[src/rtl/iob_plic_claimer_pkg.sv]
// Shared types and constants for the PLIC claim/complete sequencer.
// The FSM encoding and the spurious-ID rule live here so every user agrees on them.
package iob_plic_claimer_pkg;

  typedef enum logic [2:0] {
    ST_IDLE         = 3'd0,
    ST_CLAIM_REQ    = 3'd1,
    ST_CLAIM_WAIT   = 3'd2,
    ST_DELIVER      = 3'd3,
    ST_COMPLETE_REQ = 3'd4
  } claimer_state_t;

  // The PLIC returns ID 0 when nothing is pending at claim time.
  localparam int unsigned NO_IRQ_ID = 0;

  function automatic logic id_is_spurious(input int unsigned id, input int unsigned n_sources);
    return (id == NO_IRQ_ID) || (id > n_sources);
  endfunction

endpackage

[src/rtl/iob_plic_claimer_stats.sv]
// Saturating claim / spurious-claim event counters for the PLIC claimer.
// Only instantiated when IOB_PLIC_CLAIMER_STATS_EN is defined.
module iob_plic_claimer_stats (
  input  logic        clk,
  input  logic        rst,
  input  logic        claim_inc,
  input  logic        spurious_inc,
  output logic [15:0] claim_cnt,
  output logic [15:0] spurious_cnt
);

  always_ff @(posedge clk) begin
    if (rst) begin
      claim_cnt    <= '0;
      spurious_cnt <= '0;
    end else begin
      if (claim_inc && (claim_cnt != 16'hFFFF)) claim_cnt <= claim_cnt + 16'd1;
      if (spurious_inc && (spurious_cnt != 16'hFFFF)) spurious_cnt <= spurious_cnt + 16'd1;
    end
  end

endmodule

[src/rtl/iob_plic_claimer.sv]
// Claims interrupts from a PLIC target over IOb, offers the ID to a consumer, then completes it.
// Optional event counters are built in with IOB_PLIC_CLAIMER_STATS_EN.
//
// state           | meaning
// ST_IDLE         | no transaction; samples meip_i
// ST_CLAIM_REQ    | claim read request held on IOb until accepted
// ST_CLAIM_WAIT   | waiting for claim read data (ID)
// ST_DELIVER      | ID offered to consumer until irq_ack_i
// ST_COMPLETE_REQ | complete write of ID held on IOb until accepted
module iob_plic_claimer
  import iob_plic_claimer_pkg::*;
#(
  parameter int                ADDR_W     = 16,
  parameter int                DATA_W     = 32,
  parameter int                N_SOURCES  = 8,
  parameter logic [ADDR_W-1:0] CLAIM_ADDR = 16'h2004,
  localparam int               ID_W       = $clog2(N_SOURCES + 1)
) (
  input  logic                clk_i,
  input  logic                rst_i,
  input  logic                meip_i,
  output logic                iob_avalid_o,
  output logic [ADDR_W-1:0]   iob_addr_o,
  output logic [DATA_W-1:0]   iob_wdata_o,
  output logic [DATA_W/8-1:0] iob_wstrb_o,
  input  logic                iob_ready_i,
  input  logic                iob_rvalid_i,
  input  logic [DATA_W-1:0]   iob_rdata_i,
  output logic                irq_valid_o,
  output logic [ID_W-1:0]     irq_id_o,
  input  logic                irq_ack_i,
  output logic                busy_o
`ifdef IOB_PLIC_CLAIMER_STATS_EN
  ,
  output logic [15:0]         claim_cnt_o,
  output logic [15:0]         spurious_cnt_o
`endif
);

  claimer_state_t state_q, state_d;
  logic [ID_W-1:0] id_q;
  logic [ID_W-1:0] rd_id;
  logic            rd_spurious;
  logic            capture_valid;
  logic            unused_rdata_hi;

  assign rd_id           = iob_rdata_i[ID_W-1:0];
  assign rd_spurious     = id_is_spurious(32'(rd_id), N_SOURCES);
  assign unused_rdata_hi = ^iob_rdata_i[DATA_W-1:ID_W];

  // Read data is only looked at after acceptance, so a response in the acceptance cycle is ignored.
  assign capture_valid = (state_q == ST_CLAIM_WAIT) && iob_rvalid_i && !rd_spurious;

  always_ff @(posedge clk_i) begin
    if (rst_i) begin
      state_q <= ST_IDLE;
      id_q    <= '0;
    end else begin
      state_q <= state_d;
      if (capture_valid) id_q <= rd_id;
    end
  end

  always_comb begin
    state_d      = state_q;
    iob_avalid_o = 1'b0;
    iob_addr_o   = '0;
    iob_wdata_o  = '0;
    iob_wstrb_o  = '0;
    irq_valid_o  = 1'b0;
    irq_id_o     = '0;
    busy_o       = 1'b1;
    case (state_q)
      ST_IDLE: begin
        busy_o = 1'b0;
        if (meip_i) state_d = ST_CLAIM_REQ;
      end
      ST_CLAIM_REQ: begin
        iob_avalid_o = 1'b1;
        iob_addr_o   = CLAIM_ADDR;
        if (iob_ready_i) state_d = ST_CLAIM_WAIT;
      end
      ST_CLAIM_WAIT: begin
        if (iob_rvalid_i) state_d = rd_spurious ? ST_IDLE : ST_DELIVER;
      end
      ST_DELIVER: begin
        irq_valid_o = 1'b1;
        irq_id_o    = id_q;
        if (irq_ack_i) state_d = ST_COMPLETE_REQ;
      end
      ST_COMPLETE_REQ: begin
        iob_avalid_o = 1'b1;
        iob_addr_o   = CLAIM_ADDR;
        iob_wdata_o  = DATA_W'(id_q);
        iob_wstrb_o  = '1;
        if (iob_ready_i) state_d = ST_IDLE;
      end
      default: state_d = ST_IDLE;
    endcase
  end

`ifdef IOB_PLIC_CLAIMER_STATS_EN
  logic capture_spurious;
  assign capture_spurious = (state_q == ST_CLAIM_WAIT) && iob_rvalid_i && rd_spurious;

  iob_plic_claimer_stats u_stats (
    .clk          (clk_i),
    .rst          (rst_i),
    .claim_inc    (capture_valid),
    .spurious_inc (capture_spurious),
    .claim_cnt    (claim_cnt_o),
    .spurious_cnt (spurious_cnt_o)
  );
`endif

endmodule

[config.mk]
export PLATFORM = sky130hd
export DESIGN_NAME = iob_plic_claimer
export DESIGN_NICKNAME = d
export VERILOG_FILES = /design/src/rtl/iob_plic_claimer_pkg.sv /design/src/rtl/iob_plic_claimer_stats.sv /design/src/rtl/iob_plic_claimer.sv
export SDC_FILE = /design/constraint.sdc
export NUM_CORES = 1
export LEC_CHECK = 0
export CAP_MARGIN = 20
export CELL_PAD_IN_SITES_DETAIL_PLACEMENT = 0
export CELL_PAD_IN_SITES_GLOBAL_PLACEMENT = 1
export CORE_MARGIN = 2
export CORE_UTILIZATION = 15
export DETAILED_ROUTE_END_ITERATION = 16
export HOLD_SLACK_MARGIN = 0.02
export MAX_ROUTING_LAYER = met4
export PLACE_DENSITY = 0.82
export SYNTH_ARGS = -nofsm -noshare
export SYNTH_HDL_FRONTEND = slang
export SYNTH_SLANG_ARGS = --single-unit
[constraint.sdc]
create_clock -name clk_i -period 1.32 [get_ports clk_i]
set_input_delay 0.264 -clock clk_i [delete_from_list [all_inputs] [get_ports clk_i]]
set_output_delay 0.264 -clock clk_i [all_outputs]
set_load 0.01 [all_outputs]
==> insert_results.sql <==
INSERT INTO impl_metrics (metric_group, metric, value, unit) VALUES
('cells_and_area', 'design_area', '1210', 'sq um'),
('yosys', 'yosysWarnings', '0', ''),
('timing', 'fin_ws', '-218', 'ps'),
('yosys', 'synth.largest_area_cell', 'sky130_fd_sc_hd__buf_4', ''),
('critical_path', 'cpPeakStageDelay', '530', 'ps'),
('grt', 'grt_pass1_wl', '2680', 'microns'),
('critical_path', 'crit_path_max_fanout', '6', ''),
('timing', 'fin_skew', '3.22', 'ps'),
('drt', 'route.detailed.wl_per_inst', '7.96', 'microns'),
('timing', 'maxClockFrequency', '650', 'MHz'),
('clock_tree', 'worst_skew_pair.late_latency', '220', 'ps'),
('grt', 'grt.met3_usage', '1.02', '%'),
('die', 'rows', '27', ''),
('placed_design', 'place.detailed.hpwl', '1450', 'microns'),
('critical_path', 'timing.reg2reg.setup_slack', '-220', 'ps'),
('clock_tree', 'cts-hold-fix-buffers', '0', ''),
('yosys', 'synth-async-reset-ratio', '0', '%'),
('run_status', 'status', 'finished with violations', ''),
('yosys', 'synth_area_leaders', 'sky130_fd_sc_hd__buf_4 43%, sky130_fd_sc_hd__dfxtp_1 17%, sky130_fd_sc_hd__mux2i_1 7.1%', ''),
('clock_tree', 'cts_tree', 'done', ''),
('critical_path', 'critical_path_arrival', '1650', 'ps'),
('timing', 'final_hold_viol_count', '0', ''),
('die', 'design.die.area', '6250', 'sq um'),
('clock_tree', 'ctsHtreeMaxLevel', '1', ''),
('timing', 'period_utilization_post_route', '117', '%'),
('placed_design', 'postPlaceCellArea', '1070', 'sq um'),
('drt', 'remaining_drc_errors', '0', ''),
('yosys', 'synth_enable_flop_cells', '0', ''),
('grt', 'groute.layer.met1.usage', '5.38', '%'),
('cells_and_area', 'drive_gt1_share', '36.3', '%'),
('job', 'timing.max_cap.violations', '0', ''),
('critical_path', 'reg2reg_depth', '5', ''),
('drt', 'detail_route.vias_per_cell', '3.22', ''),
('timing', 'max_slew_violation_count', '0', ''),
('worst_hold_path', 'worst_hold_path.num_cells', '4', ''),
('yosys', 'ys_seq_elements', '7', ''),
('run_status', 'failed_checks', 'negative setup slack', ''),
('yosys', 'postSynth.topFlopCell', 'sky130_fd_sc_hd__dfxtp_1', ''),
('power', 'cellPowerDensity', '848', 'nW/um^2'),
('clock_tree', 'clockRootBuffer', 'sky130_fd_sc_hd__clkbuf_8', ''),
('yosys', 'synth_cell_types', '30', ''),
('die', 'die_width', '79.0', 'microns'),
('critical_path', 'crit_path_cells', 'buf_6 -> or4b_4 -> o31a_1 -> and2_4 -> a31o_1', ''),
('drt', 'wirelength', '1740', 'microns'),
('placed_design', 'placement.io_buffers', '26', ''),
('critical_path', 'r2r_start', 'state_q[1]', ''),
('placed_design', 'dp_worst_setup_slack', '-506', 'ps'),
('critical_path', 'critical_path.endpoint_type', 'flip-flop', ''),
('timing', 'min_period', '1540', 'ps'),
('clock_tree', 'cts.sinks', '7', ''),
('timing', 'setup_viol', '22', ''),
('cells_and_area', 'area.growth.synth_to_final', '42.8', '%'),
('yosys', 'synth_cells', '108', ''),
('cells_and_area', 'finalNetCount', '185', ''),
('yosys', 'synth.most_common_cell', 'sky130_fd_sc_hd__buf_4', ''),
('grt', 'antenna_found_initial', '0', ''),
('critical_path', 'critPathLaunchType', 'flip-flop', ''),
('yosys', 'synthesis.area_per_instance', '7.82', 'sq um'),
('grt', 'grt-busiest-layer', 'met2', ''),
('cells_and_area', 'layout.filler_cells', '614', ''),
('cells_and_area', 'antennaDiodeCount', '0', ''),
('critical_path', 'kind_of_critical_path', 'flip-flop to flip-flop', ''),
('drt', 'drt_first_pass_iters', '4', ''),
('die', 'floorplan.core_area', '5470', 'sq um'),
('worst_hold_path', 'worstHoldEndpoint', 'id_q[1]', ''),
('power', 'power_leakage', '0.627', 'nW'),
('drt', 'final_antenna_net_count', '0', ''),
('placed_design', 'gpl.final_weighted_congestion', '0.731', ''),
('clock_tree', 'ctsLongestPathBuffers', '2', ''),
('clock_tree', 'clkSlewWorstSetupHoldPaths', '40', 'ps'),
('grt', 'global_route.usage.total', '5.62', '%');
## sequential cells by signal, summed over array words and instances, names as in the netlist
register and count:
state_q 3, id_q 4
## where the power goes
part	internal (mW)	switching, mW
Combinational	0.233	0.234
Sequential	0.237	0.0199
Clock	0.209	0.0902
## cell families after synthesis
kind of cell | synth area share [%]
multiplexers | 7.11
buffers and inverters | 46.2
other | 0.444
XOR/XNOR | 1.04
AND/OR/NAND/NOR | 22.2
AO/OA/AOI/OAI | 6.37
flip-flops | 16.6
## how the worst max path moves through the flow
stage	startpoint	endpoint	slack (ps)
after floorplan	state_q[0]	state_q[0]	-20
after global placement	iob_ready_i	state_q[0]	-480
after detailed placement	iob_ready_i	state_q[0]	-510
after CTS	state_q[0]	state_q[0]	-240
after global routing	state_q[1]	state_q[0]	-270
final	state_q[1]	state_q[0]	-220
## placed cells by master (no fill, tap or decap), types with 2 or more instances in the layout
cell,instances
sky130_fd_sc_hd__clkdlybuf4s15_1,2
sky130_fd_sc_hd__nor2_1,7
sky130_fd_sc_hd__conb_1,42
sky130_fd_sc_hd__inv_1,2
sky130_fd_sc_hd__clkbuf_8,3
sky130_fd_sc_hd__nand2_1,4
sky130_fd_sc_hd__buf_6,8
sky130_fd_sc_hd__mux2i_1,6
sky130_fd_sc_hd__clkdlybuf4s50_1,4
sky130_fd_sc_hd__dfxtp_2,2
sky130_fd_sc_hd__and3_1,4
sky130_fd_sc_hd__and2_4,5
sky130_fd_sc_hd__dlygate4sd2_1,7
sky130_fd_sc_hd__dfxtp_1,4
sky130_fd_sc_hd__buf_2,5
sky130_fd_sc_hd__clkdlybuf4s15_2,4
sky130_fd_sc_hd__buf_4,15
## critical path, delay by kind of cell (launching register included)
family                 cells  cell delay [ps]
AOI/OAI and AO/OA          2              300
buffers and inverters      1              130
DFF                        1              330
and+or+nand+nor            2              670
## per-stage QoR
| step | util, % | hold WS, ps | std cells | TNS [ps] |
|---|---|---|---|---|
| after floorplan | - | 408 | 149 | -19.6 |
| after global placement | 19.6 | 494 | 209 | -7330 |
| after detailed placement | 19.6 | 501 | 209 | -7170 |
| after CTS | 21.8 | 523 | 217 | -2370 |
| after global routing | 22.0 | 564 | 218 | -3780 |
| final | 22.0 | 508 | 218 | -2240 |
## routing by layer
| layer | wire [microns] | part of all wire [%] |
|---|---|---|
| met1 | 579 | 33 |
| met2 | 960 | 55 |
| met3 | 156 | 9.0 |
| met4 | 40 | 2.3 |
| met5 | 0 | 0 |
## what timing repair did
action / CTS / global route
resized for setup: 82 / 4
setup endpoints to repair: 24 / 24
buffers inserted: 5 / 2
pin swaps: 15 / 6
## layout make-up
type | instances | area [sq um] | share of cell area (%)
Clock buffer | 4 | 45.0 | 3.73
Inverter | 2 | 7.51 | 0.622
Multi-Input combinational cell | 88 | 523 | 43.4
Sequential cell | 7 | 146 | 12.1
Tap cell | 72 | 90.1 | 7.47
Timing Repair Buffer | 45 | 394 | 32.7
(Power assumes the default switching activity.)
